File: src/rtl/sine_sweep_controller.sv
// Linear phase_step sweep sequencer for the sine wave generator.
// Holds each step for max(dwell,1) clocks, walking from start_step toward
// stop_step in step_increment increments, with start/busy/done handshake
// and abort.
module sine_sweep_controller #(
  parameter int unsigned PHASE_STEP_WIDTH = 32,
  parameter int unsigned DWELL_WIDTH      = 32,
  parameter bit          PARK_AT_ZERO     = 1'b1
) (
  input  logic                        clock,
  input  logic                        reset,
  input  logic                        start,
  input  logic                        abort,
  input  logic [PHASE_STEP_WIDTH-1:0] start_step,
  input  logic [PHASE_STEP_WIDTH-1:0] stop_step,
  input  logic [PHASE_STEP_WIDTH-1:0] step_increment,
  input  logic [DWELL_WIDTH-1:0]      dwell_cycles,
  output logic [PHASE_STEP_WIDTH-1:0] phase_step,
  output logic                        step_strobe,
  output logic [15:0]                 step_index,
  output logic                        busy,
  output logic                        done,
  output logic                        aborted
);

  typedef enum logic [1:0] {
    IDLE   = 2'd0,
    DWELL  = 2'd1,
    FINISH = 2'd2
  } state_t;

  state_t                      state_q,   state_d;
  logic [PHASE_STEP_WIDTH-1:0] phase_q,   phase_d;
  logic [PHASE_STEP_WIDTH-1:0] stop_q,    stop_d;
  logic [PHASE_STEP_WIDTH-1:0] inc_q,     inc_d;
  logic [DWELL_WIDTH-1:0]      reload_q,  reload_d;
  logic [DWELL_WIDTH-1:0]      cnt_q,     cnt_d;
  logic [15:0]                 index_q,   index_d;
  logic                        strobe_q,  strobe_d;
  logic                        busy_q,    busy_d;
  logic                        done_q,    done_d;
  logic                        aborted_q, aborted_d;

  logic [PHASE_STEP_WIDTH:0]   next_sum;
  logic [DWELL_WIDTH-1:0]      dwell_reload;

  // Next-state and registered-output logic for the sweep sequencer.
  always_comb begin
    state_d   = state_q;
    phase_d   = phase_q;
    stop_d    = stop_q;
    inc_d     = inc_q;
    reload_d  = reload_q;
    cnt_d     = cnt_q;
    index_d   = index_q;
    strobe_d  = 1'b0;
    busy_d    = busy_q;
    done_d    = 1'b0;
    aborted_d = aborted_q;

    // One extra bit so a carry out of the phase width ends the sweep.
    next_sum     = {1'b0, phase_q} + {1'b0, inc_q};
    // Counter holds remaining cycles minus one; dwell of 0 behaves as 1.
    dwell_reload = (dwell_cycles == '0) ? '0 : dwell_cycles - DWELL_WIDTH'(1);

    unique case (state_q)
      IDLE: begin
        if (start) begin
          stop_d    = stop_step;
          inc_d     = step_increment;
          reload_d  = dwell_reload;
          cnt_d     = dwell_reload;
          phase_d   = start_step;
          strobe_d  = 1'b1;
          busy_d    = 1'b1;
          index_d   = '0;
          aborted_d = 1'b0;
          state_d   = DWELL;
        end
      end

      DWELL: begin
        if (abort) begin
          state_d   = FINISH;
          aborted_d = 1'b1;
          done_d    = 1'b1;
          busy_d    = 1'b0;
          if (PARK_AT_ZERO) phase_d = '0;
        end else if (cnt_q == '0) begin
          if ((inc_q == '0) || next_sum[PHASE_STEP_WIDTH] ||
              (next_sum[PHASE_STEP_WIDTH-1:0] > stop_q)) begin
            state_d   = FINISH;
            aborted_d = 1'b0;
            done_d    = 1'b1;
            busy_d    = 1'b0;
            if (PARK_AT_ZERO) phase_d = '0;
          end else begin
            phase_d  = next_sum[PHASE_STEP_WIDTH-1:0];
            strobe_d = 1'b1;
            index_d  = (index_q == 16'hFFFF) ? index_q : index_q + 16'd1;
            cnt_d    = reload_q;
          end
        end else begin
          cnt_d = cnt_q - DWELL_WIDTH'(1);
        end
      end

      FINISH: begin
        state_d = IDLE;
      end

      default: begin
        state_d = IDLE;
      end
    endcase
  end

  // State and output registers with synchronous active-high reset.
  always_ff @(posedge clock) begin
    if (reset) begin
      state_q   <= IDLE;
      phase_q   <= '0;
      stop_q    <= '0;
      inc_q     <= '0;
      reload_q  <= '0;
      cnt_q     <= '0;
      index_q   <= '0;
      strobe_q  <= 1'b0;
      busy_q    <= 1'b0;
      done_q    <= 1'b0;
      aborted_q <= 1'b0;
    end else begin
      state_q   <= state_d;
      phase_q   <= phase_d;
      stop_q    <= stop_d;
      inc_q     <= inc_d;
      reload_q  <= reload_d;
      cnt_q     <= cnt_d;
      index_q   <= index_d;
      strobe_q  <= strobe_d;
      busy_q    <= busy_d;
      done_q    <= done_d;
      aborted_q <= aborted_d;
    end
  end

  assign phase_step  = phase_q;
  assign step_strobe = strobe_q;
  assign step_index  = index_q;
  assign busy        = busy_q;
  assign done        = done_q;
  assign aborted     = aborted_q;

endmodule
File: config.mk
export PLATFORM = sky130hd
export DESIGN_NAME = sine_sweep_controller
export DESIGN_NICKNAME = d
export VERILOG_FILES = /design/src/rtl/sine_sweep_controller.sv
export SDC_FILE = /design/constraint.sdc
export NUM_CORES = 1
export LEC_CHECK = 0
export ABC_AREA = 0
export CAP_MARGIN = 20
export CORE_UTILIZATION = 59
export CTS_BUF_LIST = sky130_fd_sc_hd__clkbuf_16
export CTS_CLUSTER_DIAMETER = 30
export DETAILED_ROUTE_END_ITERATION = 6
export PLACE_DENSITY = 0.95
export SYNTH_ARGS = -nofsm -noshare
export SYNTH_HDL_FRONTEND = slang
export SYNTH_SLANG_ARGS = --single-unit
export TNS_END_PERCENT = 20
File: constraint.sdc
create_clock -name clock -period 12.7 [get_ports clock]
set_input_delay 2.54 -clock clock [delete_from_list [all_inputs] [get_ports clock]]
set_output_delay 2.54 -clock clock [all_outputs]
set_load 0.05 [all_outputs]
### Word level (Yosys, flattened, before mapping)

Index checks and enable logic that the tools add are counted.

* $add $sub $neg: 4
* magnitude comparators: 1
* equality and inequality tests: 10
* multiplexer cells: 38
* bitwise gates (word level): 1
* reductions and logical operators: 14

Operator list (count)
* 32-bit two-way mux: 9
* 32-bit case mux with 2 select lines: 2
* 32-bit logical NOT: 3
* 16-bit two-way mux: 5
* 32-bit by 1-bit subtractor with 32-bit output (second input constant): 2
* 32-bit by 32-bit adder with 33-bit output: 1
* 32-bit greater-than comparator: 1
* 16-bit case mux with 2 select lines: 1
* 16-bit by 1-bit adder with 16-bit output (second input constant): 1
* 16-bit equality test (second input constant): 1
* 1-bit two-way mux: 13
* 2-bit != test (second input constant): 5
* 3-bit != test (second input constant): 3
* 2-bit two-way mux: 4
* 4-bit AND reduction: 2
* 1-bit case mux with 2 select lines: 3
* 3-bit AND reduction: 2
* 6-bit AND reduction: 1
* 2-bit case mux with 2 select lines: 1
* 2-bit by 1-bit equality test with 1-bit output (second input constant): 1
* 2-bit logical NOT: 1
* 1-bit logical OR: 2
* 2-bit AND reduction: 1
* 2-bit nonzero test: 1
* 2 further kinds: 2

* flip-flop bits (word level): 182
* input port bits: 132
* output and inout port bits: 52
* word-level logic and storage cells: 79

### Longest topological paths before layout

Gate-level depths: netlist (run 1).

* word-level depth: 7
* gate-level depth with buffers: 20
* gate-level depth less buffers: 18

### Least setup slack after synthesis (run 1)

No wires, ideal clock.

* path type: register -> register
* start: reg phase_q[0], in the netlist phase_step[0]
* end: reg index_q[11], in the netlist step_index[11]
* library setup time: 0.088 ns
* arrival time: 5.042 ns
* data required time: 12.612 ns
* path slack: 7.570 ns
* stages on the path, launching flop included: 20
* path buffers: 1
* clock period less this slack: 5.130 ns
* path through: dfxtp_1 ha_1 fa_1 a21o_1 a221oi_1 and3_1 or3b_2 a211oi_1 or3_1 and2_1 ha_1 nand4_1 nor4_1 nor3b_2 a31oi_1 a31o_1 nor4_4 buf_6 a31oi_1 a311oi_2

* word-level cells in the longest chain between the ends: 5
* elaborated cells on any way between the ends: 6
* those cells by class: 1 x add/sub; 1 x order compare; 1 x eq/ne; 3 x reduce/logical

Ends and longest elaborated chain
* start: declaration: RTL line 33 `logic [PHASE_STEP_WIDTH-1:0] phase_q, phase_d;`
* start signal: assignment: RTL line 134 `phase_q <= phase_d;`
* 32-bit by 32-bit adder with 33-bit output (*): RTL line 62 `next_sum = {1'b0, phase_q} + {1'b0, inc_q};`
* 32-bit greater-than comparator or 1-bit logical OR (tied branches): RTL line 91, 90
* 1-bit logical OR (*): RTL line 90 `if ((inc_q == '0) || next_sum[PHASE_STEP_WIDTH] ||`
* 2-bit != test (no line) (*)
* 6-bit AND reduction (no line) (*)
* end signal: assignment: RTL line 139 `index_q <= index_d;`
* end: declaration: RTL line 38 `logic [15:0] index_q, index_d;`

Every way passes the cells marked *; elsewhere a longest branch is shown, timed or not.
A chain may end at the register's enable or synchronous reset.

### Worst setup path in the final report (run 1)

* start: reg phase_q[0], in the netlist phase_step[0]
* end: reg cnt_q[6]

* word-level cells in the longest chain between the ends: 5
* elaborated cells on any way between the ends: 6
* those cells by class: 1 x add/sub; 1 x order compare; 1 x eq/ne; 3 x reduce/logical

Ends and longest elaborated chain
* 32-bit by 32-bit adder with 33-bit output (*): RTL line 62
* 32-bit greater-than comparator or 1-bit logical OR (tied branches): RTL line 91, 90
* 1-bit logical OR (*): RTL line 90
* 3-bit != test (no line) (*)
* 4-bit AND reduction (no line) (*)
* end signal: assignment: RTL line 138 `cnt_q <= cnt_d;`
* end: declaration: RTL line 37 `logic [DWELL_WIDTH-1:0] cnt_q, cnt_d;`

Marks and branches as above.

==> impl_metrics.env, run 1 <==
export IMPL_status="finished, final reports clean"
export IMPL_ir_drop_mv=0.111
export IMPL_hp_class="flop to flop"
export IMPL_clk_latency_ns=0.44
export IMPL_synth_ff_latch_count=182
export IMPL_pwr_share_clk_pct=27.7
export IMPL_htree_levels=4
export IMPL_p_per_area_nw_per_um2=140
export IMPL_combPwrFrac_pct=36.5
export IMPL_fin_nets=1834
export IMPL_synth_top_cell_area_share_pct=31.6
export IMPL_seq_area_frac_synth_pct=31.6
export IMPL_pin_count=184
export IMPL_synth_top_family_by_area="simple AND/OR/NAND/NOR gates"
export IMPL_first_global_vias=11900
export IMPL_start_util_pct=60.9
export IMPL_rsz0062_at_grt="false"
export IMPL_fin_setup_tns_ns=0
export IMPL_min_from="stop_q[11]"
export IMPL_drt_iter0_drc=1351
export IMPL_max_stage_delay_ns=0.78
export IMPL_drtAntennaViolNets=0
export IMPL_cp_required_ns=12.95
export IMPL_synth_area_leaders="dfxtp_1, ha_1, a21oi_1"
export IMPL_synthCells=1510
export IMPL_post_cts_resized=0
export IMPL_num_vias=12600
export IMPL_post_cts_buffers=0
export IMPL_drc=0
export IMPL_max_slew_margin_rel_pct=29.5
export IMPL_sw_frac_of_total_pct=38.3
export IMPL_min_period_over_period_pct=50.7
export IMPL_clock_sinks=182
export IMPL_r2r_slack_ns=6.26
export IMPL_arrival_ns=6.69
export IMPL_switchingPower_w=0.000749
export IMPL_crit_buf_inv=0
export IMPL_viasPerCell=6.61
export IMPL_r2r_end="cnt_q[6]"
export IMPL_fillers=1427
export IMPL_synth_area_um2=11500
export IMPL_synth_fa_ha_area_share_pct=7.56
export IMPL_period_needed_ns=6.44
export IMPL_syn_num_nets=1711
export IMPL_grt_remaining_overflow=0
export IMPL_internal_power_w=0.00121
export IMPL_post_dp_hpwl_um=25900
export IMPL_cp_top_family="simple AND/OR/NAND/NOR gates"
export IMPL_area_growth_pct=21.2
export IMPL_cts_inserted_buffers=17
export IMPL_drive_above_1_share_pct=4.74
export IMPL_synth_compound_area_share_pct=22.5
export IMPL_wl_per_cell_um=19.4
export IMPL_hold_path_end="stop_q[11]"
export IMPL_reg2reg_from="phase_step[0]"
export IMPL_routed_wl_um=37000
export IMPL_end_kind="flop"
export IMPL_setup_violations=0
export IMPL_synthFlopType="dfxtp_1"
export IMPL_crit_fanout=17
export IMPL_dieArea_um2=20100
export IMPL_final_common_cell="nand2_1"
export IMPL_root_buffer="clkbuf_16"
export IMPL_multi_input_area_um2=7280
export IMPL_crit_chain="ha_1 -> fa_1 -> a21o_1 -> a221oi_1 -> and3_1 -> nor3_1 -> nor4_1 -> o41ai_1 -> xor2_1 -> ha_1 -> nand4_1 -> nor4_1 -> nor3b_2 -> a31oi_1 -> a31o_1 -> o31a_1 -> nor2_2 -> a311oi_1"
export IMPL_pwr_share_seq_pct=35.7
export IMPL_ctsHoldBuffers=0
export IMPL_antenna_found_initial=0
export IMPL_yosys_area_top_type="dfxtp_1"
export IMPL_synth_simple_gate_area_share_pct=26.2
export IMPL_cts_clk_slew_worst_paths_ns=0.07
export IMPL_whs_path_depth=2
export IMPL_cpMaxStageDelayCell="nor2_2"
export IMPL_cts_buffer_depth=2
export IMPL_final_cell_mix="nand2_1, dfxtp_1, clkdlybuf4s50_1"
export IMPL_final_cell_area_um2=14000
export IMPL_gp_congestion=0.962
export IMPL_fmax_mhz=155
export IMPL_seq_area_um2=3640
export IMPL_ys_warn_count=0
export IMPL_syn_area_per_cell_um2=7.62
export IMPL_rows=50
export IMPL_skew_ns=0.0118
export IMPL_worst_r2r_path_depth=18
export IMPL_die_h_um=142
export IMPL_synthMuxAreaShare_pct=1.04
export IMPL_io_buffers=183
export IMPL_num_antenna_cells=0
export IMPL_hold_viol_final=0
export IMPL_synth_edf_count=0
export IMPL_grt_max_degree=95
export IMPL_core_area_um2=18900
export IMPL_drv_slew=0
export IMPL_worst_setup_path_type="flop to flop"
export IMPL_drt_first_pass_iters=6
export IMPL_p_leak_nw=5.28
export IMPL_synth_cell_type_count=76
export IMPL_maxCapViolations=0
export IMPL_synth_async_reset_ratio_pct=0
export IMPL_die_w_um=142
export IMPL_tightest_slew_ns=1.06
export IMPL_synthXorXnorAreaFrac_pct=5.48
export IMPL_track_usage_pct=36.5
export IMPL_grt_pass1_wl_um=58800
export IMPL_placed_area_um2=13400
export IMPL_cts_tree="built"
export IMPL_whs_ns=0.458
export IMPL_crit_path_start_kind="flop"
## cell families after synthesis
logic type	count (synthesis)
AOI/OAI and AO/OA	402
xor gates and xnor gates	72
adders and majority gates	69
buffers and inverters	143
DFF	182
muxes	12
and+or+nand+nor	630
## cell usage after synthesis, types with 11 or more instances
library cell / count
nor3_1: 97
or3_1: 20
o21ai_0: 54
or4_1: 16
o211ai_1: 30
nand2_1: 216
a221oi_1: 28
inv_1: 49
xnor2_1: 41
mux2i_1: 12
a21o_1: 13
nand4_1: 23
xor2_1: 31
a311oi_1: 15
and3_1: 12
dfxtp_1: 182
nand3_1: 48
nor2_1: 131
ha_1: 68
a21oi_1: 166
clkbuf_1: 67
a31oi_1: 11
nor4_1: 19
a211oi_1: 18
## how the worst max path moves through the flow
stage                     depth (start not counted)  slack (ns)             from             end
after floorplan                                  19        7.57    phase_step[0]  step_index[11]
after global placement                            9        6.56  dwell_cycles[4]       cnt_q[14]
after detailed placement                          9        6.34  dwell_cycles[4]       cnt_q[14]
after CTS                                        18        6.46    phase_step[0]        cnt_q[6]
after global routing                             18        6.07    phase_step[0]        cnt_q[6]
final                                            18        6.26    phase_step[0]        cnt_q[6]
## per-stage QoR
step	worst slack [ns]	util, %	power [W]	instances
after CTS	6.46	73.9	0.00193	1905
after global routing	6.07	73.9	0.00204	1905
after floorplan	7.57	-	0.00118	1510
final	6.26	73.9	0.00196	1905
after detailed placement	6.34	70.8	0.00139	1874
after global placement	6.56	70.8	0.00137	1874
## registers in the layout, indices dropped and copies added (netlist names)
name	count
stop_q	32
done	1
phase_step	32
busy	1
aborted	1
cnt_q	32
state_q	2
step_index	16
reload_q	32
step_strobe	1
inc_q	32
## layer usage
| metal | vias up | wire, µm | global-route usage [%] |
|---|---|---|---|
| met5 | - | 0 | 0 |
| met1 | 5837 | 14300 | 45.8 |
| met4 | 0 | 1240 | 16.6 |
| li1 | 5762 | - | - |
| met3 | 120 | 4160 | 8.27 |
| met2 | 868 | 17200 | 59.8 |
## cell type report
class                           instances  area share [%]
Clock buffer                           17            3.05
Clock inverter                         14            1.17
Inverter                               50            1.34
Multi-Input combinational cell       1185            52.1
Sequential cell                       182            26.1
Tap cell                              260            2.33
Timing Repair Buffer                  197            13.9
## power groups by stage
| stage | combinational, W | sequential [W] | clock (W) |
|---|---|---|---|
| after floorplan | 0.000441 | 0.000739 | 0 |
| after global placement | 0.000665 | 0.000703 | 0 |
| after detailed placement | 0.000688 | 0.000706 | 0 |
| after CTS | 0.000698 | 0.000695 | 0.000539 |
| after global routing | 0.000772 | 0.000704 | 0.000564 |
| final | 0.000715 | 0.000699 | 0.000542 |
## worst register-to-register path, cell delays in order (launching register included)
cell and delay [ns]:
dfxtp_1 0.33, ha_1 0.24, fa_1 0.42, a21o_1 0.19
a221oi_1 0.42, and3_1 0.33, nor3_1 0.11, nor4_1 0.45
o41ai_1 0.17, xor2_1 0.19, ha_1 0.36, nand4_1 0.19
nor4_1 0.53, nor3b_2 0.28, a31oi_1 0.10, a31o_1 0.30
o31a_1 0.60, nor2_2 0.79, a311oi_1 0.25
Note: power is estimated with default switching activity, not from simulation.
==> run 2, diff against run 1 <==
--- a/config.mk
+++ b/config.mk
@@ -7,11 +7,11 @@
 export LEC_CHECK = 0
 export ABC_AREA = 0
 export CAP_MARGIN = 20
-export CORE_UTILIZATION = 59
+export CORE_UTILIZATION = 50
 export CTS_BUF_LIST = sky130_fd_sc_hd__clkbuf_16
 export CTS_CLUSTER_DIAMETER = 30
 export DETAILED_ROUTE_END_ITERATION = 6
-export PLACE_DENSITY = 0.95
+export PLACE_DENSITY = 0.89
 export SYNTH_ARGS = -nofsm -noshare
 export SYNTH_HDL_FRONTEND = slang
 export SYNTH_SLANG_ARGS = --single-unit
==> constraint.sdc (replaced) <==
create_clock -name clock -period 5.5 [get_ports clock]
set_input_delay 1.1 -clock clock [delete_from_list [all_inputs] [get_ports clock]]
set_output_delay 1.1 -clock clock [all_outputs]
set_load 0.05 [all_outputs]
==> run 2 against run 1 <==
Against the previous run: clock-buffer cell count unchanged; register-to-register slack got worse by 5.9 ns; combinational power increased by 130%; critical path type unchanged; final cell count increased by 1.7%; non-clock buffer count increased by 7; maximum frequency increased by 24%; sequential share of layout area decreased by 0.31 points.
==> impl_metrics.env, run 2 (synthesis results as in run 1) <==
export IMPL_routed_wl_um=36600
export IMPL_root_buffer="clkbuf_16"
export IMPL_p_leak_nw=5.34
export IMPL_ir_drop_mv=0.197
export IMPL_min_from="reload_q[23]"
export IMPL_cts_clk_slew_worst_paths_ns=0.07
export IMPL_cts_inserted_buffers=17
export IMPL_hold_viol_final=0
export IMPL_fin_setup_tns_ns=0
export IMPL_first_global_vias=11800
export IMPL_r2r_end="cnt_q[3]"
export IMPL_clock_sinks=182
export IMPL_drive_above_1_share_pct=5.81
export IMPL_internal_power_w=0.00274
export IMPL_hold_path_end="reload_q[23]"
export IMPL_num_antenna_cells=0
export IMPL_crit_fanout=16
export IMPL_maxCapViolations=0
export IMPL_worst_r2r_path_depth=18
export IMPL_viasPerCell=6.36
export IMPL_antenna_found_initial=0
export IMPL_die_w_um=154
export IMPL_final_common_cell="nand2_1"
export IMPL_io_buffers=183
export IMPL_pwr_share_seq_pct=35.6
export IMPL_drtAntennaViolNets=0
export IMPL_wl_per_cell_um=18.9
export IMPL_clk_latency_ns=0.45
export IMPL_worst_setup_path_type="flop to flop"
export IMPL_post_dp_hpwl_um=26000
export IMPL_whs_path_depth=2
export IMPL_crit_path_start_kind="flop"
export IMPL_tightest_slew_ns=1.07
export IMPL_track_usage_pct=30.8
export IMPL_grt_remaining_overflow=0
export IMPL_drt_first_pass_iters=6
export IMPL_max_slew_margin_rel_pct=28.7
export IMPL_htree_levels=4
export IMPL_gp_congestion=0.971
export IMPL_die_h_um=154
export IMPL_hp_class="flop to flop"
export IMPL_post_cts_buffers=0
export IMPL_combPwrFrac_pct=36.8
export IMPL_skew_ns=0.0159
export IMPL_fin_nets=1841
export IMPL_grt_max_degree=99
export IMPL_reg2reg_from="phase_step[0]"
export IMPL_setup_violations=0
export IMPL_final_cell_area_um2=14100
export IMPL_sw_frac_of_total_pct=39.5
export IMPL_start_util_pct=50.9
export IMPL_placed_area_um2=13500
export IMPL_p_per_area_nw_per_um2=321
export IMPL_drt_iter0_drc=1204
export IMPL_final_cell_mix="nand2_1, dfxtp_1, clkdlybuf4s50_1"
export IMPL_r2r_slack_ns=0.33
export IMPL_grt_pass1_wl_um=59000
export IMPL_drc=0
export IMPL_fillers=1836
export IMPL_cp_required_ns=5.85
export IMPL_num_vias=12300
export IMPL_fmax_mhz=193
export IMPL_rsz0062_at_grt="false"
export IMPL_switchingPower_w=0.00179
export IMPL_area_growth_pct=22.7
export IMPL_cts_buffer_depth=2
export IMPL_dieArea_um2=23600
export IMPL_drv_slew=0
export IMPL_pwr_share_clk_pct=27.6
export IMPL_startpoint="phase_step[0]"
export IMPL_period_needed_ns=5.17
export IMPL_core_area_um2=22600
export IMPL_ctsHoldBuffers=0
export IMPL_arrival_ns=5.53
export IMPL_status="finished, final reports clean"
export IMPL_pin_count=184
export IMPL_end_kind="flop"
export IMPL_cts_tree="built"
export IMPL_min_period_over_period_pct=94.1
export IMPL_rows=55
==> run 2: worst max path at each step <==
| stage | endpoint | slack (ns) | cells after the start |
|---|---|---|---|
| 2_1_floorplan | step_index[11] | 0.37 | 19 |
| 3_5_place_dp | step_index[12] | 0.0005 | 18 |
| 4_1_cts | step_index[7] | 0.05 | 19 |
| 6_report | cnt_q[3] | 0.33 | 18 |
| 3_3_place_gp | step_index[12] | 0.21 | 18 |
| 5_1_grt | step_index[7] | 0.004 | 19 |
==> run 2: per-layer routing <==
layer	global-route usage, %	part of all wire (%)
met5	0	0
met4	14.5	3.4
met3	5.64	9.8
met2	49.8	46
met1	39.7	41
==> run 2: critical path, cell delays in order (launching register included) <==
cell and delay [ns]:
dfxtp_1 0.33, ha_1 0.24, fa_1 0.41, a21o_1 0.20
a221oi_2 0.34, o21ai_0 0.21, a21o_1 0.24, a21oi_1 0.18
xnor2_1 0.12, ha_1 0.32, nand3_1 0.14, or4_4 0.60
a21o_2 0.22, o211ai_1 0.23, a31o_1 0.35, o31a_1 0.43
nor2_2 0.05, buf_4 0.23, a311oi_1 0.24
==> run 2: power by group through the flow <==
| stage | Combinational [W] | Clock (W) | Sequential (W) |
|---|---|---|---|
| after floorplan | 0.00102 | 0 | 0.00171 |
| after global placement | 0.00155 | 0 | 0.00163 |
| after detailed placement | 0.00161 | 0 | 0.00163 |
| after CTS | 0.00162 | 0.00125 | 0.00160 |
| after global routing | 0.00181 | 0.00131 | 0.00163 |
| final | 0.00167 | 0.00125 | 0.00161 |
==> run 2: timing repair <==
| item | 4_1_cts | 5_1_grt |
|---|---|---|
| endpoints found under the setup margin | 4 | 85 |
| pin swaps | 0 | 1 |
| hold endpoints to repair | 0 | 0 |
| resized for setup | 1 | 8 |
==> run 2: area by class of cell <==
class	count	area, µm²	area share, %
clock buffer	17	425	3.01
clock inverter	15	164	1.16
inverter	50	188	1.33
multi-input combinational	1185	7340	51.9
sequential	182	3640	25.8
tap	285	357	2.52
timing repair buffer	204	2010	14.2
==> run 2: through the flow <==
| step | instances | total power [W] | setup WS (ns) | utilization [%] | hold slack, ns |
|---|---|---|---|---|---|
| after CTS | 1938 | 0.00448 | 0.0473 | 62.2 | 0.458 |
| after global routing | 1938 | 0.00474 | 0.00361 | 62.4 | 0.473 |
| after global placement | 1906 | 0.00318 | 0.205 | 59.5 | 0.441 |
| final | 1938 | 0.00453 | 0.325 | 62.4 | 0.456 |
| after floorplan | 1510 | 0.00272 | 0.370 | - | 0.432 |
| after detailed placement | 1906 | 0.00324 | 0.000486 | 59.5 | 0.446 |
